==> src/rtl/ctrl_sequencer_pkg.sv <==
// Shared types and constants for the hard-wired control sequencer:
// state encodings, opcodes, enable/busSelect bit positions and ALU codes.
package ctrl_sequencer_pkg;

  localparam int OP_W = 5;

  localparam logic [4:0] ALU_ADD   = 5'd1;
  localparam logic [4:0] ALU_INCPC = 5'd14;

  typedef enum logic [3:0] {
    ST_IDLE = 4'd0,
    ST_T0   = 4'd1,
    ST_T1   = 4'd2,
    ST_T2   = 4'd3,
    ST_T3   = 4'd4,
    ST_T4   = 4'd5,
    ST_T5   = 4'd6,
    ST_T6   = 4'd7,
    ST_T7   = 4'd8,
    ST_HALT = 4'd15
  } state_t;

  typedef logic [OP_W-1:0] opcode_t;

  localparam opcode_t OP_LD   = 5'b00000;
  localparam opcode_t OP_LDI  = 5'b00001;
  localparam opcode_t OP_ST   = 5'b00010;
  localparam opcode_t OP_ADDI = 5'b01100;
  localparam opcode_t OP_HALT = 5'b11011;

  localparam int EN_ZIN   = 18;
  localparam int EN_YIN   = 19;
  localparam int EN_PCIN  = 20;
  localparam int EN_MDRIN = 21;
  localparam int EN_IRIN  = 24;
  localparam int EN_MARIN = 25;

  localparam int BS_ZLO   = 19;
  localparam int BS_PC    = 20;
  localparam int BS_MDR   = 21;
  localparam int BS_CSIGN = 23;

  // Memory-reference ops all form an effective address via BAout in T3.
  function automatic logic is_mem_op(input opcode_t op);
    return (op == OP_LD) || (op == OP_LDI) || (op == OP_ST);
  endfunction

  function automatic logic has_exec(input opcode_t op);
    return is_mem_op(op) || (op == OP_ADDI);
  endfunction

  function automatic logic is_short_op(input opcode_t op);
    return (op == OP_LDI) || (op == OP_ADDI);
  endfunction

endpackage

==> src/rtl/ctrl_sequencer_out_decode.sv <==
// Moore output decode for the control sequencer: (state, opcode) -> every
// datapath control. T3 decodes the live IR opcode; later steps use op_q.
module ctrl_sequencer_out_decode
  import ctrl_sequencer_pkg::*;
(
  input  state_t      state,
  input  opcode_t     ir_op,
  input  opcode_t     op_q,
  output logic [31:0] enable,
  output logic [31:0] busSelect,
  output logic [4:0]  Control_Signals,
  output logic        Gra,
  output logic        Grb,
  output logic        Grc,
  output logic        Rin,
  output logic        Rout,
  output logic        BAout,
  output logic        MD_Read,
  output logic        ReadRAM,
  output logic        WriteRAM,
  output logic        halted
);

  always_comb begin
    enable          = '0;
    busSelect       = '0;
    Control_Signals = '0;
    Gra             = 1'b0;
    Grb             = 1'b0;
    Grc             = 1'b0;
    Rin             = 1'b0;
    Rout            = 1'b0;
    BAout           = 1'b0;
    MD_Read         = 1'b0;
    ReadRAM         = 1'b0;
    WriteRAM        = 1'b0;
    halted          = 1'b0;

    case (state)
      ST_T0: begin
        busSelect[BS_PC] = 1'b1;
        enable[EN_MARIN] = 1'b1;
        enable[EN_ZIN]   = 1'b1;
        Control_Signals  = ALU_INCPC;
      end
      ST_T1: begin
        busSelect[BS_ZLO] = 1'b1;
        enable[EN_PCIN]   = 1'b1;
        enable[EN_MDRIN]  = 1'b1;
        MD_Read           = 1'b1;
        ReadRAM           = 1'b1;
      end
      ST_T2: begin
        busSelect[BS_MDR] = 1'b1;
        enable[EN_IRIN]   = 1'b1;
      end
      // IR was loaded on the edge into T3, so op_q is not valid until T4.
      ST_T3: begin
        if (has_exec(ir_op)) begin
          Grb            = 1'b1;
          Rout           = 1'b1;
          BAout          = is_mem_op(ir_op);
          enable[EN_YIN] = 1'b1;
        end
      end
      ST_T4: begin
        if (has_exec(op_q)) begin
          busSelect[BS_CSIGN] = 1'b1;
          enable[EN_ZIN]      = 1'b1;
          Control_Signals     = ALU_ADD;
        end
      end
      ST_T5: begin
        if (is_short_op(op_q)) begin
          busSelect[BS_ZLO] = 1'b1;
          Gra               = 1'b1;
          Rin               = 1'b1;
        end else if ((op_q == OP_LD) || (op_q == OP_ST)) begin
          busSelect[BS_ZLO] = 1'b1;
          enable[EN_MARIN]  = 1'b1;
        end
      end
      ST_T6: begin
        if (op_q == OP_LD) begin
          MD_Read          = 1'b1;
          ReadRAM          = 1'b1;
          enable[EN_MDRIN] = 1'b1;
        end else if (op_q == OP_ST) begin
          Gra      = 1'b1;
          BAout    = 1'b1;
          Rout     = 1'b1;
          WriteRAM = 1'b1;
        end
      end
      ST_T7: begin
        if (op_q == OP_LD) begin
          busSelect[BS_MDR] = 1'b1;
          Gra               = 1'b1;
          Rin               = 1'b1;
        end
      end
      ST_HALT: halted = 1'b1;
      default: ;
    endcase
  end

endmodule

==> src/rtl/ctrl_sequencer.sv <==
// Hard-wired control sequencer: fetch T0-T2, decode/execute T3-T7, HALT.
// Define CTRL_MEM_WAIT_EN to stall T1 and ld-T6 until mem_rdy is high.
module ctrl_sequencer
  import ctrl_sequencer_pkg::*;
(
  input  logic        clk,
  input  logic        clr,
  input  logic        run,
  input  logic [31:0] ir,
  input  logic        mem_rdy,
  output logic [31:0] enable,
  output logic [31:0] busSelect,
  output logic [4:0]  Control_Signals,
  output logic        Gra,
  output logic        Grb,
  output logic        Grc,
  output logic        Rin,
  output logic        Rout,
  output logic        BAout,
  output logic        MD_Read,
  output logic        ReadRAM,
  output logic        WriteRAM,
  output logic [3:0]  state,
  output logic        halted
);

  state_t  state_q, state_d;
  opcode_t op_q, op_d;
  opcode_t ir_op;
  state_t  after_last;
  logic    mem_ok;

  logic [26:0] unused_ir;
  assign unused_ir = ir[26:0];
  assign ir_op     = ir[31:27];

`ifdef CTRL_MEM_WAIT_EN
  assign mem_ok = mem_rdy;
`else
  logic unused_mem_rdy;
  assign unused_mem_rdy = mem_rdy;
  assign mem_ok         = 1'b1;
`endif

  assign after_last = run ? ST_T0 : ST_IDLE;

  always_comb begin
    state_d = state_q;
    op_d    = op_q;
    case (state_q)
      ST_IDLE: if (run) state_d = ST_T0;
      ST_T0:   state_d = ST_T1;
      ST_T1:   if (mem_ok) state_d = ST_T2;
      ST_T2:   state_d = ST_T3;
      ST_T3: begin
        op_d = ir_op;
        if (ir_op == OP_HALT)    state_d = ST_HALT;
        else if (has_exec(ir_op)) state_d = ST_T4;
        else                      state_d = after_last;
      end
      ST_T4:   state_d = ST_T5;
      ST_T5:   state_d = is_short_op(op_q) ? after_last : ST_T6;
      ST_T6: begin
        if (op_q == OP_LD) begin
          if (mem_ok) state_d = ST_T7;
        end else begin
          state_d = after_last;
        end
      end
      ST_T7:   state_d = after_last;
      ST_HALT: state_d = ST_HALT;
      default: state_d = ST_IDLE;
    endcase
  end

  always_ff @(posedge clk or negedge clr) begin
    if (!clr) begin
      state_q <= ST_IDLE;
      op_q    <= '0;
    end else begin
      state_q <= state_d;
      op_q    <= op_d;
    end
  end

  assign state = state_q;

  ctrl_sequencer_out_decode u_out_decode (
    .state           (state_q),
    .ir_op           (ir_op),
    .op_q            (op_q),
    .enable          (enable),
    .busSelect       (busSelect),
    .Control_Signals (Control_Signals),
    .Gra             (Gra),
    .Grb             (Grb),
    .Grc             (Grc),
    .Rin             (Rin),
    .Rout            (Rout),
    .BAout           (BAout),
    .MD_Read         (MD_Read),
    .ReadRAM         (ReadRAM),
    .WriteRAM        (WriteRAM),
    .halted          (halted)
  );

  // The shared bus may have at most one driver in any state.
  a_single_bus_driver: assert property (@(posedge clk) disable iff (!clr)
    ($countones({busSelect, (Rout | BAout)}) <= 1));

endmodule

==> config.mk <==
export PLATFORM = sky130hd
export DESIGN_NAME = ctrl_sequencer
export DESIGN_NICKNAME = d
export VERILOG_FILES = /design/src/rtl/ctrl_sequencer_pkg.sv /design/src/rtl/ctrl_sequencer_out_decode.sv /design/src/rtl/ctrl_sequencer.sv
export SDC_FILE = /design/constraint.sdc
export NUM_CORES = 1
export LEC_CHECK = 0
export CAP_MARGIN = 20
export CORE_AREA = 10 10 67 91
export CTS_BUF_LIST = sky130_fd_sc_hd__clkbuf_4 sky130_fd_sc_hd__clkbuf_8
export CTS_CLUSTER_SIZE = 30
export DETAILED_ROUTE_END_ITERATION = 6
export DIE_AREA = 0 0 77 101
export PLACE_DENSITY = 0.84
export SLEW_MARGIN = 20
export SYNTH_ARGS = -nofsm -noshare
export SYNTH_HDL_FRONTEND = slang
export SYNTH_HIERARCHICAL = 1
export SYNTH_SLANG_ARGS = --single-unit
==> constraint.sdc <==
create_clock -name clk -period 2.2 [get_ports clk]
set_clock_uncertainty 0.1 [all_clocks]
set_input_delay 0.22 -clock clk [delete_from_list [all_inputs] [get_ports clk]]
set_output_delay 0.22 -clock clk [all_outputs]
set_load 0.02 [all_outputs]
---- Yosys cells after proc, flatten, opt, wreduce, memory -nomap -nowiden ----
Cells that the tools add are included.
storage, ports and cells
  flip-flop bits (word level) ............. 9
  input bits .............................. 36
  output and inout port bits .............. 83
  logic and storage cells ................. 65
operators by class
  equal/unequal tests ..................... 17
  muxes and demuxes ....................... 35
  reduce and logical (&&, ||, !) cells .... 11
operators with widths
  cell                                                 number
  case mux 4 bit (10 select lines)                     1
  2-to-1 mux 1 bit                                     19
  equality test 4 x 3 -> 1 bit, second input constant  4
  case mux 1 bit (2 select lines)                      8
  2-to-1 mux 4 bit                                     3
  equality test 5 x 1 -> 1 bit, second input constant  2
  equality test 5 x 2 -> 1 bit, second input constant  2
  equality test 5 x 4 -> 1 bit, second input constant  2
  zero test 5 bit                                      2
  case mux 5 bit (2 select lines)                      1
  equality test 4 x 2 -> 1 bit, second input constant  2
  equality test 4 bit, second input constant           2
  logical OR 1 bit                                     8
  2-to-1 mux 3 bit                                     2
  equality test 5 bit, second input constant           1
  equality test 4 x 1 -> 1 bit, second input constant  1
  zero test 4 bit                                      1
  case mux 1 bit (3 select lines)                      1
  inequality test 2 bit, second input constant         1

---- Logic depth before layout (Yosys ltp) ----
Gate-level depths: netlist of the first run.
  depth in word-level cells ............... 7
  gate-level depth with buffers ........... 5
  mapped depth without buffers ............ 4

---- Hierarchy ----
The synthesis of the first run kept the hierarchy.
modules (own cells, without submodules)
  module                     cells an instance  sequential area each (um^2)  times used  area an instance (um^2)
  ctrl_sequencer_out_decode  116                0.0                          1           810.8
  ctrl_sequencer             63                 225.2                        1           594.3

---- Worst setup path after synthesis of the first run ----
Ideal clock, no wire load.
  path kind ............................... flip-flop to output port
  from .................................... register state_q[3] (netlist: state[3])
  to ...................................... output busSelect[23]
  arrival ................................. 1.923 ns
  setup slack ............................. -0.043 ns
  path buffers ............................ 2
  stages on the path, launching flop included .. 5
  required time ........................... 1.880 ns
  cell sequence ........................... dfrtp_1 clkbuf_1 nor2_1 nor4b_1 buf_4
between the ends
  word-level cells in the longest chain between the ends .. 2
RTL lines
  item                          RTL line                         RTL
  start, declared               ctrl_sequencer.sv:27             state_t state_q, state_d;
  start signal, assigned        ctrl_sequencer.sv:81             state_q <= state_d;
  equality test 4 x 3 -> 1 bit  ctrl_sequencer_out_decode.sv:39  case (state)
  2-to-1 mux 1 bit              ctrl_sequencer_out_decode.sv:39
  end, declared                 ctrl_sequencer.sv:12             output logic [31:0] busSelect,
Every way passes these cells.

---- Final worst setup path of the first run ----
  from .................................... register op_q[0]
  to ...................................... output BAout
between the ends
  word-level cells in the longest chain between the ends .. 4
  elaborated cells on any way between the ends .. 5
  classes of those cells .................. 1 x eq/ne; 3 x mux; 1 x reduce/logical
RTL lines
  item                                 RTL line                         RTL
  start, declared                      ctrl_sequencer.sv:28             opcode_t op_q, op_d;
  start signal, assigned               ctrl_sequencer.sv:82             op_q <= op_d;
  equality test 5 x 2 -> 1 bit         ctrl_sequencer_out_decode.sv:88  end else if (op_q == OP_ST) begin
  2-to-1 mux 1 bit                     ctrl_sequencer_out_decode.sv:88
  2-to-1 mux 1 bit (*)                 ctrl_sequencer_out_decode.sv:84  if (op_q == OP_LD) begin
  case mux 1 bit (2 select lines) (*)  ctrl_sequencer_out_decode.sv:39
  end, declared                        ctrl_sequencer.sv:19             output logic BAout,
Mark *: on every way between the ends. The rest lies on a longest branch, timed or not.

==> summary.txt, run 1 <==
Setup path
  – Critical path class: flip-flop to output port
  – CP Data Arrival Time: 1780 ps
  – Worst Path Required: 1880 ps
  – Slowest-stage cell, CP: dfrtp_1
  – CP Max Fanout: 5
  – CP bufs+invs: 1
  – Worst path max stage delay: 430 ps
  – CP startpoint kind: flip-flop
  – Top Family by Delay on Critical Path: simple AND/OR/NAND/NOR gates
  – CP Capture Type: output port
  – CP Cell Sequence: nor4_4 -> and4_2 -> o21bai_1 -> dlygate4sd2_1

Global route
  – Largest net degree at the start of global routing: 18
  – GRT overflow: 0
  – Initial antenna violation count: 0
  – Global Route Usage Sum: 8.96%
  – Vias in the first global route: 1294
  – First-pass GRT wire length: 5950 um

Timing
  – Max Clk Rate: 476 MHz
  – Final hold vios: 0
  – RSZ-0062 raised after global routing: true
  – Tmin final: 2100 ps
  – Final slew viol count: 0
  – Final setup fails: 0
  – Final critical-path share of the clock period: 95.5%

Routing
  – Residual DRC: 0
  – Detail Route Antenna Nets: 0
  – DR vias/cell: 4.34
  – Initial DRC Count: 44
  – Detailed Route WL: 3610 um
  – Vias: 1229
  – TritonRoute pass-1 iters: 4
  – Wirelength per Cell: 12.7 um

Finish
  – Fillers: 494
  – Sequential cell area: 225 um2
  – Area of the multi-input gates: 900 um2
  – Area Overhead vs Synth: 20.4%
  – Fin util: 37.9%
  – ANT cells: 0
  – Layout cells sized above 1: 16.3%
  – Fin nets: 258

Synth
  – Register area share after synthesis: 16.0%
  – Post-synth EDFFs: 0
  – Post-Syn Area: 1410 um2
  – Synth Flop Type: dfrtp_1
  – Mapped Cells: 179
  – Mean Syn Cell Area: 7.85 um2
  – Unique cell type count in the Yosys netlist: 47
  – FF+latch count, synth: 9
  – Yosys Warn Count: 6
  – Fraction of registers with async set/reset: 100%

Floorplanning
  – Starting density of the core: 31.5%
  – Row cnt: 29
  – Die height: 101 um
  – Die ar.: 7780 um2
  – IO Count: 119
  – Die extent in x: 77 um
  – Core area: 4460 um2

Clock network
  – CTS tree: built
  – Root Buffer: clkbuf_8
  – Skew-Pair Late Insertion Delay: 240 ps
  – Post-CTS Hold Fix Bufs: 0
  – Clk slew on worst S/H paths: 40 ps
  – Max Root-Sink Buffers: 2
  – CTS Buf Count: 3
  – Clk sinks: 9
  – Htree depth: 1

Power and ir drop
  – Pwr Total: 1.87 mW
  – Pleak: 0.826 nW
  – Pwr dens: 1110 nW/um2
  – Worst vdd ir: 0.285 mV

Place
  – Buffers on Ports: 34
  – Detailed Place HPWL: 3090 um
  – GPL Wtd Cong: 0.810

Job
  – Max cap viols: 0

Min path
  – Worst min-delay path class: input pin to asynchronous set/reset pin

Run status
  – Status: completed
cell type report:
cell class                      instances  area share (%)
Clock buffer                            4            2.88
Multi-Input combinational cell        154            53.2
Inverter                                3           0.666
Sequential cell                         9            13.3
Timing Repair Buffer                   51            25.4
Tap cell                               62            4.59
path summary, 6_finish.rpt:
| kind | startpoint | end | slack (ps) | cells after the start |
|---|---|---|---|---|
| worst min register to register | op_q[4]$_DFFE_PN0P_ | op_q[4]$_DFFE_PN0P_ | 570 | 1 |
| min in group clk | op_q[4]$_DFFE_PN0P_ | op_q[4]$_DFFE_PN0P_ | 570 | 1 |
| worst max-delay path | op_q[0]$_DFFE_PN0P_ | BAout | 100 | 4 |
| max in group asynchronous | clr | op_q[4]$_DFFE_PN0P_ | 1530 | 1 |
| worst min-delay path | clr | op_q[0]$_DFFE_PN0P_ | 180 | 1 |
| worst max register to register | op_q[3]$_DFFE_PN0P_ | state[1]$_DFFE_PN0P_ | 270 | 5 |
routing by layer:
metal	wire length (um)	track usage (%)	share of wire, %
met1	1420	8.77	39
met2	1590	15.1	44
met5	0	0	0
met3	543	5.98	15
met4	56	2.82	1.6
power by group:
part	internal (mW)	total (mW)	switching [mW]
Combinational	0.551	1.29	0.739
Clock	0.139	0.205	0.0665
Sequential	0.241	0.374	0.133
state kept, by name (all words and copies together) (netlist names):
signal	flops
op_q	5
state	4
metrics by stage:
step / TNS (ps) / worst slack (ps) / std cells / hold WS, ps / area, um2
after floorplan: 0 / 252 / 234 / -176 / 1620
after global placement: 0 / 21.9 / 279 / 427 / 1670
after detailed placement: -15.2 / -15.0 / 279 / 436 / 1670
after CTS: 0 / 7.99 / 283 / 185 / 1710
after global routing: -10.5 / -7.91 / 283 / 212 / 1690
final: 0 / 99.1 / 283 / 183 / 1690
placed cells by master, fill, tap and decap left out, types with 2 or more instances in the layout:
cell | synthesis | layout
a211o_1 | 2 | 2
a211oi_1 | 3 | 3
a21oi_1 | 3 | 3
and3_1 | 2 | 2
and3b_1 | 2 | 2
buf_4 | 62 | 17
clkbuf_2 | 0 | 5
clkbuf_8 | 0 | 3
clkdlybuf4s50_1 | 0 | 14
conb_1 | 1 | 56
dfrtp_1 | 9 | 9
dlygate4sd2_1 | 0 | 13
inv_1 | 3 | 3
mux2_1 | 5 | 5
nand2_1 | 7 | 7
nand2b_1 | 5 | 5
nand3_1 | 2 | 2
nor2_1 | 14 | 14
nor2b_1 | 3 | 2
nor3_1 | 8 | 8
nor4b_1 | 4 | 2
nor4b_2 | 0 | 2
o21a_1 | 2 | 2
o21ai_0 | 6 | 6
o21bai_1 | 3 | 3
or3b_1 | 3 | 3
synth_stat cells (3+ instances only):
cell type	number	share of area, %
nand2_1	7	1.9
a211oi_1	3	1.6
a21oi_1	3	1.1
buf_4	62	33
or3b_1	3	1.9
clkbuf_1	3	0.80
nor2b_1	3	1.3
dfrtp_1	9	16
nand2b_1	5	2.2
o21ai_0	6	2.1
o21bai_1	3	1.6
inv_1	3	0.80
nor3_1	8	2.8
buf_2	3	1.1
nor2_1	14	3.7
nor4b_1	4	2.5
mux2_1	5	4.0
worst reg2reg max path, stage by stage, from the launching register on:
cell       delay (ps)
dfrtp_1           440
buf_4             180
or3b_1            390
a21boi_2          190
a2111oi_1         100
or3_1             400
logic make-up (layout without fill, tap and decap cells):
| kind of cell | after synthesis | in the layout | synth area share [%] |
|---|---|---|---|
| muxes | 5 | 5 | 4.01 |
| AOI/OAI and AO/OA | 28 | 28 | 14.2 |
| and+or+nand+nor | 65 | 65 | 29.7 |
| buffers and inverters | 71 | 58 | 35.8 |
| other | 1 | 56 | 0.267 |
| DFF | 9 | 9 | 16.0 |
what timing repair did:
| item | in CTS | in global routing |
|---|---|---|
| gates resized for setup | 21 | 14 |
| setup buffers | 0 | 0 |
| endpoints found under the setup margin | 19 | 10 |
| pin swaps | 0 | 0 |
(Power assumes the default switching activity.)
==> run 2, diff against run 1 <==
CORE_AREA = 2 2 59 83   (was 10 10 67 91)
DIE_AREA = 0 0 61 85   (was 0 0 77 101)
==> run 2 against run 1 <==
Sequential power increased by 2%. Sequential cell count unchanged. Via count increased by 0.24%. Total power decreased by 0.13%. Global-route usage increased by 2.0 points. First-iteration DRC count increased by 52%. Sequential share of layout area increased by 0.084 points. Critical path depth unchanged. Combinational power about the same. Die area decreased by 33%.
==> summary.txt, run 2 (synthesized netlist as in run 1, its figures left out) <==
Setup path
  – Worst Path Required: 1880 ps (about the same)
  – Setup slack, reg-to-reg: 290 ps (+20 ps)
  – Worst path max stage delay: 440 ps (about the same)
  – Critical path class: flip-flop to output port
  – Worst reg2reg path startpoint: op_q[3]$_DFFE_PN0P_
  – CP Cell Sequence: nor4_4 -> and4_2 -> o21bai_1 -> dlygate4sd2_1
  – CP Capture Type: output port
  – R2R cell count: 5 (unchanged)
  – CP Data Arrival Time: 1800 ps (+20 ps)
  – Slowest-stage cell, CP: dfrtp_1
  – Reg2reg end: state[1]$_DFFE_PN0P_
  – CP Max Fanout: 5 (unchanged)
  – CP startpoint kind: flip-flop

Power and ir drop
  – Pwr dens: 1100 nW/um2 (about the same)
  – Pleak: 0.803 nW (-2.8%)
  – P_sw: 937 uW (-0.26%)
  – Worst vdd ir: 0.297 mV (+4.1%)
  – Logic pwr share: 68.5% (-0.5 points)
  – Pwr Total: 1.87 mW (-0.13%)
  – Seq pwr share: 20.5% (+0.5 points)
  – Int Pwr: 931 uW (about the same)
  – Sw Ratio: 50.2% (-0.066 points)
  – Power share of the clock group: 11.0% (about the same)

Global route
  – Largest net degree at the start of global routing: 15 (-3)
  – First-pass GRT wire length: 4390 um (-26%)
  – Vias in the first global route: 1017 (-21%)
  – GRT overflow: 0 (unchanged)
  – Initial antenna violation count: 0 (unchanged)
  – Global Route Usage Sum: 11.0% (+2.0 points)

Clock network
  – Max Root-Sink Buffers: 2 (unchanged)
  – CTS Buf Count: 3 (unchanged)
  – Setup Buffers After CTS: 0 (unchanged)
  – Skew-Pair Late Insertion Delay: 240 ps (about the same)
  – CTS tree: built
  – Clk sinks: 9 (unchanged)
  – Clk slew on worst S/H paths: 40 ps (about the same)
  – Root Buffer: clkbuf_8
  – Htree depth: 1 (unchanged)

Floorplanning
  – Starting density of the core: 31.5% (unchanged)
  – Die extent in x: 61 um (-21%)
  – Die height: 85 um (-16%)
  – IO Count: 119 (unchanged)
  – Die ar.: 5190 um2 (-33%)
  – Row cnt: 29 (unchanged)
  – Core area: 4460 um2 (unchanged)

Finish
  – Sequential cell area: 226 um2 (+0.56%)
  – Area Overhead vs Synth: 20.3% (about the same)
  – Highest-count cells in the layout ignoring fill and taps: conb_1, buf_4, clkdlybuf4s50_1
  – Fin nets: 257 (-0.39%)
  – Max reg flops: 5 (unchanged)
  – ANT cells: 0 (unchanged)
  – Largest register by flop count: op_q
  – Area of the multi-input gates: 908 um2 (+0.97%)
  – Commonest non-fill, non-tap cell in the layout: conb_1
  – Fillers: 475 (-3.8%)
  – Layout cells sized above 1: 17.7% (+1.4 points)

Place
  – Setup slack at placement: -2.33 ps (+12.7 ps)
  – Detailed Place HPWL: 2280 um (-26%)
  – GPL Wtd Cong: 0.862 (+6.4%)
  – Buffers on Ports: 34 (unchanged)

Routing
  – Residual DRC: 0 (unchanged)
  – TritonRoute pass-1 iters: 5 (+1)
  – Detailed Route WL: 2860 um (-21%)
  – Detail Route Antenna Nets: 0 (unchanged)
  – Initial DRC Count: 67 (+52%)
  – DR vias/cell: 4.37 (+0.60%)
  – Vias: 1232 (+0.24%)
  – Wirelength per Cell: 10.1 um (-20%)

Min path
  – Worst min-delay path class: input pin to asynchronous set/reset pin

Timing
  – Final slew viol count: 0 (unchanged)
  – Tmin final: 2120 ps (+21.8 ps)
  – Final critical-path share of the clock period: 96.5% (+0.99 points)
  – Final setup fails: 0 (unchanged)
  – RSZ-0062 raised after global routing: true
  – Setup ws final: 77.4 ps (-21.8 ps)
  – Max Clk Rate: 471 MHz (-1.0%)
  – Final hold vios: 0 (unchanged)

Run status
  – Status: completed

Job
  – Max cap viols: 0 (unchanged)
==> run 2: worst max path at each step <==
stage / startpoint / endpoint / slack (ps) / depth (start not counted)
3_3_place_gp: op_q[0]$_DFFE_PN0P_ / enable[25] / 30 / 4
4_1_cts: state[0]$_DFFE_PN0P_ / Control_Signals[3] / 10 / 3
2_1_floorplan: state[3]$_DFFE_PN0P_ / Control_Signals[2] / 250 / 3
3_5_place_dp: op_q[0]$_DFFE_PN0P_ / enable[25] / -2 / 4
5_1_grt: op_q[1]$_DFFE_PN0P_ / busSelect[23] / -10 / 4
6_report: op_q[0]$_DFFE_PN0P_ / Rout / 80 / 4
==> run 2: per-layer routing <==
| metal | global-route usage, % | part of all wire [%] |
|---|---|---|
| met3 | 2.29 | 11 |
| met2 | 19.6 | 49 |
| met4 | 4.74 | 1.5 |
| met5 | 0 | 0 |
| met1 | 12.0 | 39 |
==> run 2: timing repair <==
action                     4_1_cts  5_1_grt
setup endpoints to repair       16       13
hold buffers                     0        0
gates resized for setup         19       24
==> run 2: final cells by class <==
class / instances / share of cell area [%]
Multi-Input combinational cell: 154 / 53.7
Timing Repair Buffer: 50 / 24.7
Sequential cell: 9 / 13.4
Tap cell: 62 / 4.59
Clock buffer: 4 / 2.89
Inverter: 3 / 0.666
==> run 2: power groups by stage <==
stage	sequential [mW]	combinational, mW	clock (mW)
final	0.383	1.28	0.206
after global routing	0.403	1.39	0.214
after CTS	0.371	1.29	0.210
after detailed placement	0.368	1.34	0
after global placement	0.364	1.32	0
after floorplan	0.403	0.896	0
==> run 2: per-stage QoR <==
| step | TNS [ps] | instance area, um2 | instances | hold WS, ps | util [%] |
|---|---|---|---|---|---|
| floorplan | 0 | 1620 | 234 | -176 | - |
| global placement | 0 | 1660 | 278 | 430 | 37.3 |
| detailed placement | -2.33 | 1660 | 278 | 444 | 37.3 |
| CTS | 0 | 1700 | 282 | 195 | 38.0 |
| global route | -12.4 | 1690 | 282 | 228 | 37.9 |
| finish | 0 | 1690 | 282 | 182 | 37.9 |
==> run 2: critical path: cells and delay by family (launching register included) <==
| family | cells | cell delay, ps |
|---|---|---|
| DFF | 1 | 440 |
| and+or+nand+nor | 2 | 680 |
| AOI/OAI and AO/OA | 1 | 110 |
| buffers and inverters | 1 | 340 |
